`config.mk`:
```
export PLATFORM = sky130hd
export DESIGN_NAME = sort4_scheduler
export DESIGN_NICKNAME = d
export VERILOG_FILES = /design/src/rtl/sort4_scheduler.sv
export SDC_FILE = /design/constraint.sdc
export NUM_CORES = 1
export LEC_CHECK = 0
export CAP_MARGIN = 20
export CORE_UTILIZATION = 59
export CTS_CLUSTER_DIAMETER = 200
export DETAILED_ROUTE_END_ITERATION = 12
export PLACE_DENSITY = 0.89
export SLEW_MARGIN = 30
export SYNTH_ARGS = -nofsm -noshare
export SYNTH_HDL_FRONTEND = slang
export SYNTH_SLANG_ARGS = --single-unit
```
`constraint.sdc`:
```
create_clock -name clk -period 4.39 [get_ports clk]
set_input_delay 0.878 -clock clk [delete_from_list [all_inputs] [get_ports clk]]
set_output_delay 0.878 -clock clk [all_outputs]
set_load 0.05 [all_outputs]
```
`src/rtl/sort4_scheduler.sv`:
```
// sort4_scheduler: loads an N-sample frame, bubble-sorts it with one shared
// compare unit, then drains it ascending over a valid/ready stream.
module sort4_scheduler #(
  parameter int N = 4
) (
  input  logic       clk,
  input  logic       rst,
  input  logic       in_valid,
  output logic       in_ready,
  input  logic [3:0] in_data,
  output logic       out_valid,
  input  logic       out_ready,
  output logic [3:0] out_data,
  output logic       out_last,
  output logic       busy
);
  localparam int W = (N > 1) ? $clog2(N) : 1;
  localparam logic [1:0] LOAD = 2'd0, SORT = 2'd1, DRAIN = 2'd2;
  logic [1:0] state;
  logic [W-1:0] wr_idx, rd_idx, j, pass, jn;
  logic [3:0] mem [N];
  logic [3:0] a, b, lo, hi;
  logic swap;
  // The only comparator: orders the pair at j; equal values take the no-swap path.
  always_comb begin
    jn = j + W'(1);
    a = mem[j];
    b = mem[jn];
    swap = b < a;
    lo = swap ? b : a;
    hi = swap ? a : b;
  end
  assign in_ready  = !rst && state == LOAD;
  assign out_valid = !rst && state == DRAIN;
  assign busy      = !rst && state != LOAD;
  assign out_data  = out_valid ? mem[rd_idx] : 4'd0;
  assign out_last  = out_valid && rd_idx == W'(N - 1);
  always_ff @(posedge clk) begin
    if (rst) begin
      state <= LOAD;
      wr_idx <= '0;
      rd_idx <= '0;
      j <= '0;
      pass <= '0;
      for (int i = 0; i < N; i++) mem[i] <= '0;
    end else if (state == LOAD) begin
      if (in_valid) begin
        mem[wr_idx] <= in_data;
        wr_idx <= (wr_idx == W'(N - 1)) ? '0 : wr_idx + W'(1);
        if (wr_idx == W'(N - 1)) begin
          state <= SORT;
          j <= '0;
          pass <= '0;
        end
      end
    end else if (state == SORT) begin
      mem[j] <= lo;
      mem[jn] <= hi;
      j <= (j == W'(N - 2)) ? '0 : jn;
      if (j == W'(N - 2)) begin
        pass <= pass + W'(1);
        if (pass == W'(N - 2)) begin
          state <= DRAIN;
          rd_idx <= '0;
        end
      end
    end else if (state == DRAIN) begin
      if (out_ready) begin
        rd_idx <= out_last ? '0 : rd_idx + W'(1);
        if (out_last) state <= LOAD;
      end
    end else begin
      state <= LOAD;
    end
  end
endmodule

```
# Word level (Yosys, flattened, before mapping)
# Memories as Yosys holds them, arrays and structs flattened. A register that Yosys moved wholly into a read port is not among the register bits.
# Cells that the tools add are included.
dict set report totals {
  memories 1
  register_bits 10
  elab_cells 95
  out_inout_bits 8
  ramBits 16
}
dict set report classes {
  n_lt_le_gt_ge 1
  eq_ne 14
  addsub 4
  mux 50
  n_reduce_logical 19
  bitwise 1
}
# memory words width read_ports rd_ports_with_merged_regs wr line
set memory_table {}
lappend memory_table {mem 4 4 3 2 4 21} ;# logic [3:0] mem [N];
# cell n
set op_table {}
lappend op_table {{$mux W2} 31}
lappend op_table {{$mux W4} 6}
lappend op_table {{$mux W1} 13}
lappend op_table {{$reduce_or A4 Y1} 3}
lappend op_table {{$eq A2 B2 Y1 const B} 5}
lappend op_table {{$reduce_bool A2 Y1} 5}
lappend op_table {{$add A2 B1 Y2 const B} 4}
lappend op_table {{$ne A4 B3 Y1 const B} 2}
lappend op_table {{$ne A2 B1 Y1 const B} 3}
lappend op_table {{$ne A3 B2 Y1 const B} 2}
lappend op_table {{$reduce_and A6 Y1} 1}
lappend op_table {{$reduce_and A5 Y1} 1}
lappend op_table {{$logic_and A1 B1 Y1} 4}
lappend op_table {{$lt A4 B4 Y1} 1}
lappend op_table {{$reduce_and A4 Y1} 1}
lappend op_table {{$reduce_and A3 Y1} 1}
lappend op_table {{$eq A2 B1 Y1 const B} 1}
lappend op_table {{$logic_not A2 Y1} 1}
lappend op_table {{$ne A2 B2 Y1 const B} 1}
lappend op_table {{$reduce_and A2 Y1} 1}
lappend op_table {{$logic_not A1 Y1} 1}
lappend op_table {{$not A1 Y1} 1}

# Logic depth before layout (Yosys ltp)
# Gate-level depths: netlist of run 1.
dict set report depth {
  word_depth 9
  ltp_mapped 12
}

# Worst setup path before layout of run 1
# Ideal clock, no wire load.
dict set report synth_path {
  path_kind {register to register}
  startpoint {reg j[0]}
  endpoint {mem mem[3][0], data pin}
  stages_incl_launch_ff 12
  path_slack_ps 1264
  synth_period_minus_slack_ps 3126
  arrival_ps 2856
  path_cell_list {dfxtp_1 -> clkbuf_8 -> inv_1 -> ha_1 -> mux4_1 -> ha_1 -> and3b_1 -> clkbuf_8 -> a211oi_1 -> nor2b_1 -> a21oi_1 -> a32oi_1}
}
# element line
set synth_lines {}
lappend synth_lines {{from (decl)} 20} ;# logic [W-1:0] wr_idx, rd_idx, j, pass, jn;
lappend synth_lines {{from (signal assigned)} 59} ;# j <= (j == W'(N - 2)) ? '0 : jn;
lappend synth_lines {{to (decl)} 21}

==> impl_metrics.py, run 1 <==
metrics = {
    "run_status": {
        "status": "finished, final reports clean",
    },
    "route": {
        "dr.pass1.iters": 5,
        "ant_nets": 0,
        "vias_per_cell": 6.676,
        "drt_iter0_drc": 234,
        "vias": 1956,
        "routed_wl_um": 5098,
        "route.detailed.drc": 0,
        "wl_per_cell_um": 17.40,
    },
    "min_path": {
        "min_to": "rd_idx[1]",
        "hold_class": "reg -> reg",
        "worstHoldPathCells": 2,
        "min_from": "rd_idx[1]",
    },
    "power": {
        "pwr-share-comb_pct": 17.5,
        "p_seq_share_pct": 49.4,
        "clkPwrFrac_pct": 33.1,
        "peakVddDrop_uv": 205.1,
        "p_sw_w": 0.0001812,
        "swShare_pct": 28.23,
        "intPower_w": 0.0004606,
        "power_leakage_nw": 0.9068,
        "power_density_nw_per_um2": 258.8,
    },
    "placement": {
        "port_buffers": 15,
        "gp_congestion": 0.8845,
        "place_area_um2": 2399,
        "dp_hpwl_um": 3886,
    },
    "synth": {
        "async_flop_share_pct": 0,
        "synth_area_um2": 2242,
        "synth_most_common_cell": "nand2_1",
        "yosysWarnings": 0,
        "synth_flop_cell": "edfxtp_1",
        "ys_ff_latch": 30,
        "yosys.area.top_type_share_pct": 21.43,
        "ys_top_cells_by_count": "nand2_1, nor2_1, edfxtp_1",
        "synth_area_leaders": "edfxtp_1, dfxtp_1, mux4_2",
        "synth_nets": 251,
        "synth_edf_count": 16,
        "synth.avg_cell_area_um2": 9.791,
        "synth_seq_area_share_pct": 33.93,
        "synth_cell_types": 47,
        "synthCells": 229,
        "synth_top_cell_by_area": "edfxtp_1",
    },
    "worst_setup_path": {
        "reg2reg_depth": 9,
        "crit_fanout": 11,
        "crit_type": "reg -> reg",
        "end_kind": "flip-flop",
        "r2r_slack_ns": 0.72,
        "start_kind": "flip-flop",
        "r2r_start": "j[0]",
        "cp_data_arrival_time_ns": 3.69,
        "required_ns": 4.41,
        "reg2reg_to": "mem[1][0]",
    },
    "global_route": {
        "antenna_found_initial": 0,
        "grtUsageTotal_pct": 28.25,
        "grt_pass1_wl_um": 8631,
        "grt_overflow_total": 0,
        "first_global_vias": 1790,
        "grt_max_degree": 20,
    },
    "clock_tree": {
        "clk_transition_reported_paths_ns": 0.06,
        "cts_buffers": 5,
        "clock_latency_ns": 0.28,
        "postCtsSetupBuffers": 0,
        "cts-root-buf": "clkbuf_8",
        "cts_tree": "built",
        "cts_sinks": 30,
        "cts_buffer_depth": 2,
        "cts_resized": 0,
        "htreeDepth": 2,
        "hold_buffers": 0,
    },
    "finish": {
        "area_delta_synth_final_pct": 10.60,
        "final_area_um2": 2480,
        "fin_util_pct": 67.74,
        "fin_nets": 266,
        "diodes": 0,
        "drive_above_1_share_pct": 11.84,
    },
    "timing": {
        "worst-slew-pin-transition_ns": 0.5795,
        "fmax_ghz": 0.2723,
        "finalHoldViolations": 0,
        "setup_tns_ns": 0,
        "finalClockSkew_ns": 0.004159,
        "slew_violations": 0,
        "min_period_over_period_pct": 83.66,
        "fin_crit_ns": 3.673,
        "grt_setup_unrepaired": "false",
        "relSlewSlack_pct": 61.19,
        "setup_viol": 0,
    },
    "floorplan": {
        "ios": 16,
        "start_util_pct": 61.24,
        "die_h_um": 63.65,
        "fp-row-count": 22,
        "core_area_um2": 3661,
        "die_w_um": 63.65,
        "fp.dieArea_um2": 4051,
    },
    "run": {
        "drv_cap": 0,
    },
}
final cells by class:
| type | count | area [um^2] |
|---|---|---|
| inverters | 13 | 48.80 |
| clock buffers | 6 | 72.57 |
| well taps | 48 | 60.06 |
| fillers | 284 | 1181 |
| flip-flops and latches | 30 | 760.7 |
| multi-input cells | 177 | 1364 |
| clock inverters | 2 | 8.758 |
| repair buffers | 17 | 165.2 |
worst max-delay path, cell delays in order, from the launching register on:
cell,delay (ns)
dfxtp_1,0.62
inv_1,0.16
ha_1,0.46
mux4_1,0.68
ha_1,0.32
and3b_1,0.26
a211oi_1,0.33
nor2b_1,0.08
a21oi_1,0.33
o22ai_1,0.16
power by group through the flow:
| stage | sequential (W) | combinational, W | clock, W |
|---|---|---|---|
| 6_report | 0.000317 | 0.000112 | 0.000212 |
| 5_1_grt | 0.000318 | 0.000123 | 0.000222 |
| 4_1_cts | 0.000317 | 0.000110 | 0.000211 |
| 3_5_place_dp | 0.000323 | 0.000109 | 0 |
| 3_3_place_gp | 0.000321 | 0.000107 | 0 |
| 2_1_floorplan | 0.000318 | 0.0000851 | 0 |
per-layer routing:
layer	wire, um	share of wire, %	vias to the layer above	GRT usage, %
li1	-	-	903	-
met1	2070	41	898	36.28
met2	2445	48	142	46.14
met3	485	9.5	13	4.529
met4	97	1.9	0	13.64
met5	0	0	-	0
layout by cell type (no fill, tap or decap), types with 7 or more instances in the layout:
cell             synthesis  routed
a21oi_1                  9       9
clkdlybuf4s50_1          0      15
dfxtp_1                 14      14
edfxtp_1                16      16
ha_1                    14      14
inv_1                   13      13
mux4_2                   8       8
nand2_1                 29      29
nor2_1                  18      18
o211ai_1                12      12
o21ai_0                 12      12
o22ai_1                  7       7
logic make-up after synthesis:
logic type | Yosys count | synth area share (%)
muxes | 17 | 15.62
adders and majority gates | 14 | 7.813
AOI/OAI and AO/OA | 58 | 17.75
buffers and inverters | 22 | 5.246
DFF | 30 | 33.93
and+or+nand+nor | 88 | 19.64
stage by stage:
step	worst slack, ns	hold slack (ns)	total power, W	instances
2_1_floorplan	1.264	0.4496	0.0004035	229
3_3_place_gp	0.9131	0.4682	0.0004282	285
3_5_place_dp	0.7803	0.4733	0.0004321	285
4_1_cts	0.7591	0.4871	0.0006370	293
5_1_grt	0.5555	0.5263	0.0006639	293
6_report	0.7171	0.4828	0.0006418	293
worst max-delay path by stage:
stage,from,to,slack [ns],cells after the start
floorplan,j[0],mem[3][0],1.26,11
global placement,rst,out_data[2],0.91,4
detailed placement,j[0],mem[1][0],0.78,9
CTS,j[0],mem[1][0],0.76,9
global route,j[0],mem[1][0],0.56,9
finish,j[0],mem[1][0],0.72,9
Note: power is estimated with default switching activity, not from simulation.
==> run 2, diff against run 1 <==
==> constraint.sdc (replaced) <==
create_clock -name clk -period 3.4 [get_ports clk]
set_input_delay 0.68 -clock clk [delete_from_list [all_inputs] [get_ports clk]]
set_output_delay 0.68 -clock clk [all_outputs]
set_load 0.05 [all_outputs]
==> run 2 against run 1 <==
  * Non-clock buffer count unchanged
  * Count of clock-buffer cells in the layout did not move
  * Highest routed layer unchanged
  * Clock skew up 0.0033 ns
  * Final cell count did not move
  * Cell area grew 3.3%
  * Critical path type unchanged
  * Die area unchanged
  * Fmax rose by 13%
  * Routed wire length up 6.3%
  * Setup slack got worse by 0.57 ns
  * Combinational power grew 33%
==> impl_metrics.py, run 2 (same netlist as run 1, synthesis figures left out) <==
metrics = {
    "route": {
        "dr.pass1.iters": 5,
        "route.detailed.drc": 0,
        "ant_nets": 0,
        "wl_per_cell_um": 18.50,
        "drt_iter0_drc": 153,
        "vias_per_cell": 6.713,
        "vias": 1967,
        "routed_wl_um": 5420,
    },
    "floorplan": {
        "fp-row-count": 22,
        "core_area_um2": 3661,
        "die_h_um": 63.65,
        "die_w_um": 63.65,
        "fp.dieArea_um2": 4051,
        "ios": 16,
        "start_util_pct": 61.24,
    },
    "clock_tree": {
        "cts_tree": "built",
        "cts-root-buf": "clkbuf_8",
        "clk_transition_reported_paths_ns": 0.07,
        "cts_buffer_depth": 2,
        "htreeDepth": 2,
        "clock_latency_ns": 0.29,
        "cts_sinks": 30,
        "cts_buffers": 5,
    },
    "timing": {
        "relSlewSlack_pct": 61.97,
        "holdWs_ns": 0.4849,
        "slew_violations": 0,
        "finalHoldViolations": 0,
        "worst-slew-pin-transition_ns": 0.5697,
        "fmax_ghz": 0.3075,
        "finalClockSkew_ns": 0.007429,
        "fin_crit_ns": 3.252,
        "layout_setup_ws_ns": 0.1484,
        "setup_tns_ns": 0,
        "grt_setup_unrepaired": "false",
        "min_period_over_period_pct": 95.64,
        "setup_viol": 0,
    },
    "worst_setup_path": {
        "start_kind": "flip-flop",
        "crit_fanout": 6,
        "cp_data_arrival_time_ns": 3.27,
        "cp_cell_sequence": "inv_1 > ha_1 > mux4_1 > ha_1 > a21o_1 > a21oi_1 > o22ai_1 > nor2_1 > o211ai_1",
        "reg2reg_depth": 9,
        "slowest_stage": "mux4_1",
        "cpMostUsedCell": "ha_1",
        "end_kind": "flip-flop",
        "cp_slowest_stage_delay_ns": 0.67,
        "required_ns": 3.42,
        "crit_type": "reg -> reg",
    },
    "global_route": {
        "first_global_vias": 1783,
        "grt_overflow_total": 0,
        "grtUsageTotal_pct": 29.19,
        "use_met3_pct": 4.891,
        "grt_pass1_wl_um": 8845,
        "antenna_found_initial": 0,
        "grt_util_met1_pct": 38.83,
        "grt_max_degree": 20,
        "busiest_layer": "met2",
        "use_met2_pct": 47.07,
    },
    "finish": {
        "drive_above_1_share_pct": 16.73,
        "fin_util_pct": 69.99,
        "area_delta_synth_final_pct": 14.29,
        "diodes": 0,
        "final_common_cell": "nand2_1",
        "final_cell_mix": "nand2_1, nor2_1, edfxtp_1, ha_1, dfxtp_1",
        "fin_nets": 266,
    },
    "min_path": {
        "hold_class": "reg -> reg",
        "worstHoldPathCells": 2,
    },
    "placement": {
        "pre_cts_slack_ns": 0.05923,
        "port_buffers": 15,
        "dp_hpwl_um": 4122,
        "gp_congestion": 0.8621,
    },
    "power": {
        "peakVddDrop_uv": 196.8,
        "power_leakage_nw": 0.9472,
        "power_density_nw_per_um2": 337.0,
    },
    "run": {
        "drv_cap": 0,
    },
    "run_status": {
        "status": "finished, final reports clean",
    },
}
-- run 2: cell count changes in the layout (fill, tap and decap cells not counted), moves of 2 or more --
cell | before | now
a21oi_1 | 9 | 7
a21oi_2 | 0 | 2
buf_12 | 0 | 6
clkdlybuf4s50_1 | 15 | 8
-- run 2: critical path, delay by kind of cell (launching register included) --
| kind | cells | cell delay (ns) |
|---|---|---|
| mux | 1 | 0.67 |
| simple gates | 1 | 0.19 |
| buf+inv | 1 | 0.12 |
| fa+ha+maj | 2 | 0.69 |
| compound gates | 4 | 0.85 |
| flops | 1 | 0.44 |
-- run 2: worst paths after layout --
| check | startpoint | to | slack [ns] |
|---|---|---|---|
| hold / removal | rd_idx[1] | flip-flop | 0.48 |
| setup / recovery | j[1] | mem[1][1] | 0.15 |
| hold reg to reg | rd_idx[1] | flip-flop | 0.48 |
| setup reg to reg | j[1] | mem[1][1] | 0.15 |
-- run 2: metrics by stage --
step                      cell area [um^2]  power [W]  cells
after floorplan                       2242  0.0005210    229
after global routing                  2562  0.0008904    293
after CTS                             2550  0.0008534    293
after detailed placement              2456  0.0005597    285
final                                 2562  0.0008636    293
after global placement                2456  0.0005538    285
-- run 2: what timing repair did --
action,CTS,global route
hold buffers,0,0
gates resized for setup,0,3
endpoints found under the setup margin,0,9
setup buffers,0,0
-- run 2: layout make-up --
cell class	instances	area, um^2
fillers	268	1099
clock buffers	6	82.58
repair buffers	17	222.7
clock inverters	2	11.26
multi-input cells	177	1376
flip-flops and latches	30	760.7
well taps	48	60.06
inverters	13	48.80
-- run 2: routing by layer --
metal | vias to the layer above | wire length, um | part of all wire [%]
met5 | - | 0 | 0
met4 | 0 | 129 | 2.4
met2 | 126 | 2595 | 48
li1 | 899 | - | -
met3 | 16 | 530 | 9.8
met1 | 926 | 2164 | 40
-- run 2: power by group --
| part | internal, W | switching [W] | total [W] | leakage [nW] |
|---|---|---|---|---|
| Combinational | 0.0000588 | 0.0000899 | 0.000149 | 0.616 |
| Sequential | 0.000397 | 0.0000129 | 0.000410 | 0.279 |
| Clock | 0.000163 | 0.000142 | 0.000305 | 0.0515 |
==> run 3, diff against run 2 <==
==> constraint.sdc (replaced) <==
create_clock -name clk -period 3.4 [get_ports clk]
set_input_delay 0.51 -clock clk [delete_from_list [all_inputs] [get_ports clk]]
set_output_delay 0.51 -clock clk [all_outputs]
set_load 0.05 [all_outputs]
==> run 3 against run 2 <==
  * Sequential share of layout area increased by 0.68 points
  * Clock skew grew 0.0016 ns
  * Non-clock buffer count stayed put
  * Clock power up 2%
  * Count of clock-buffer cells in the layout unchanged
  * Global-route usage shrank 0.35 points
  * Total power up 0.83%
  * Critical path depth is the same
  * Largest cell class unchanged
  * Highest routed layer unchanged
==> impl_metrics.py, run 3 (same netlist as run 1, synthesis figures left out) <==
metrics = {
    "timing": {
        "slew_violations": 0,
        "holdWs_ns": 0.4843,
        "finalHoldViolations": 0,
        "min_period_over_period_pct": 98.04,
        "setup_tns_ns": 0,
        "layout_setup_ws_ns": 0.06669,
        "worst-slew-pin-transition_ns": 0.5352,
        "finalClockSkew_ns": 0.009016,
        "fmax_ghz": 0.3000,
        "relSlewSlack_pct": 64.25,
        "setup_viol": 0,
        "fin_crit_ns": 3.333,
    },
    "min_path": {
        "worstHoldPathCells": 2,
        "min_from": "rd_idx[1]",
        "hold_class": "reg -> reg",
    },
    "worst_setup_path": {
        "cp_cell_sequence": "inv_1 > ha_2 > mux4_2 > ha_1 > a21o_1 > a21oi_1 > o22ai_1 > o211ai_1 > o211ai_1",
        "required_ns": 3.43,
        "r2r_slack_ns": 0.07,
        "crit_fanout": 6,
        "start_kind": "flip-flop",
        "crit_family": "compound AO/OA/AOI/OAI gates",
        "reg2reg_to": "mem[0][2]",
        "r2r_start": "j[1]",
        "slowest_stage": "mux4_2",
        "path_buf_inv": 1,
        "crit_type": "reg -> reg",
        "end_kind": "flip-flop",
        "cpMostUsedCell": "o211ai_1",
        "reg2reg_depth": 9,
        "cp_data_arrival_time_ns": 3.36,
        "cp_slowest_stage_delay_ns": 0.57,
    },
    "run_status": {
        "status": "finished, final reports clean",
    },
    "clock_tree": {
        "cts_buffers": 5,
        "clock_latency_ns": 0.29,
        "hold_buffers": 0,
        "clk_transition_reported_paths_ns": 0.07,
        "cts_sinks": 30,
        "cts_resized": 0,
        "cts_buffer_depth": 2,
        "postCtsSetupBuffers": 0,
        "cts-root-buf": "clkbuf_8",
        "cts_tree": "built",
        "htreeDepth": 2,
    },
    "floorplan": {
        "ios": 16,
        "fp-row-count": 22,
        "core_area_um2": 3661,
        "start_util_pct": 61.24,
        "die_w_um": 63.65,
        "die_h_um": 63.65,
        "fp.dieArea_um2": 4051,
    },
    "placement": {
        "dp_hpwl_um": 4056,
        "pre_cts_slack_ns": 0.04540,
        "place_area_um2": 2396,
        "gp_congestion": 0.8414,
        "port_buffers": 15,
    },
    "route": {
        "route.detailed.drc": 0,
        "drt_iter0_drc": 161,
        "wl_per_cell_um": 18.00,
        "dr.pass1.iters": 5,
        "routed_wl_um": 5275,
        "vias_per_cell": 6.611,
        "ant_nets": 0,
        "vias": 1937,
    },
    "power": {
        "peakVddDrop_uv": 255.5,
        "power_density_nw_per_um2": 347.6,
        "power_leakage_nw": 0.9190,
    },
    "global_route": {
        "antenna_found_initial": 0,
        "grtUsageTotal_pct": 28.84,
        "grt_pass1_wl_um": 8742,
        "grt_overflow_total": 0,
        "first_global_vias": 1817,
        "grt_max_degree": 20,
    },
    "finish": {
        "final_common_cell": "nand2_1",
        "fin_nets": 266,
        "final_area_um2": 2505,
        "area_delta_synth_final_pct": 11.72,
        "fin_util_pct": 68.42,
        "drive_above_1_share_pct": 14.69,
        "final_cell_mix": "nand2_1, nor2_1, edfxtp_1, dfxtp_1, clkdlybuf4s50_1",
        "diodes": 0,
    },
    "run": {
        "drv_cap": 0,
    },
}
## run 3: cell types whose count changed in the layout (fill, tap and decap cells not counted)
cell             before  now
ha_2                  0    1
buf_12                6    0
ha_1                 14   13
clkdlybuf4s50_1       8   14
## run 3: final cells by class
cell class	count	area (um^2)
clock buffers	6	82.58
clock inverters	2	11.26
fillers	280	1156
inverters	13	48.80
multi-input cells	177	1379
flip-flops and latches	30	760.7
well taps	48	60.06
repair buffers	17	162.7
## run 3: how the worst max path moves through the flow
stage               from   endpoint  slack [ns]  depth (start not counted)
floorplan           j[0]  mem[3][0]        0.27                         11
global placement    j[1]  mem[3][0]        0.24                          9
detailed placement  j[1]  mem[3][0]        0.05                          9
CTS                 j[1]  mem[3][0]        0.02                          9
global route        j[1]  mem[0][2]       -0.08                          9
finish              j[1]  mem[0][2]        0.07                          9
## run 3: routing by layer
metal	global-route usage (%)	vias up	wire length [um]
li1	-	898	-
met1	37.79	908	2164
met2	44.41	118	2554
met3	8.333	13	451
met4	11.93	0	105
met5	0	-	0
## run 3: tightest hold or removal path: cells and delay by family (launching register included)
kind	cells	cell delay, ns
flops	1	0.31
simple gates	1	0.05
compound gates	1	0.06
## run 3: stage by stage
step,power [W],instances
4_1_cts,0.0008669,293
2_1_floorplan,0.0005210,229
3_3_place_gp,0.0005539,285
3_5_place_dp,0.0005597,285
6_report,0.0008708,293
5_1_grt,0.0009091,293
## run 3: report_power, final
part | switching, W | total [W] | internal (W) | leakage (nW)
clock | 0.000147 | 0.000310 | 0.000163 | 0.0515
sequential | 0.0000130 | 0.000410 | 0.000397 | 0.279
combinational | 0.0000915 | 0.000150 | 0.0000590 | 0.588
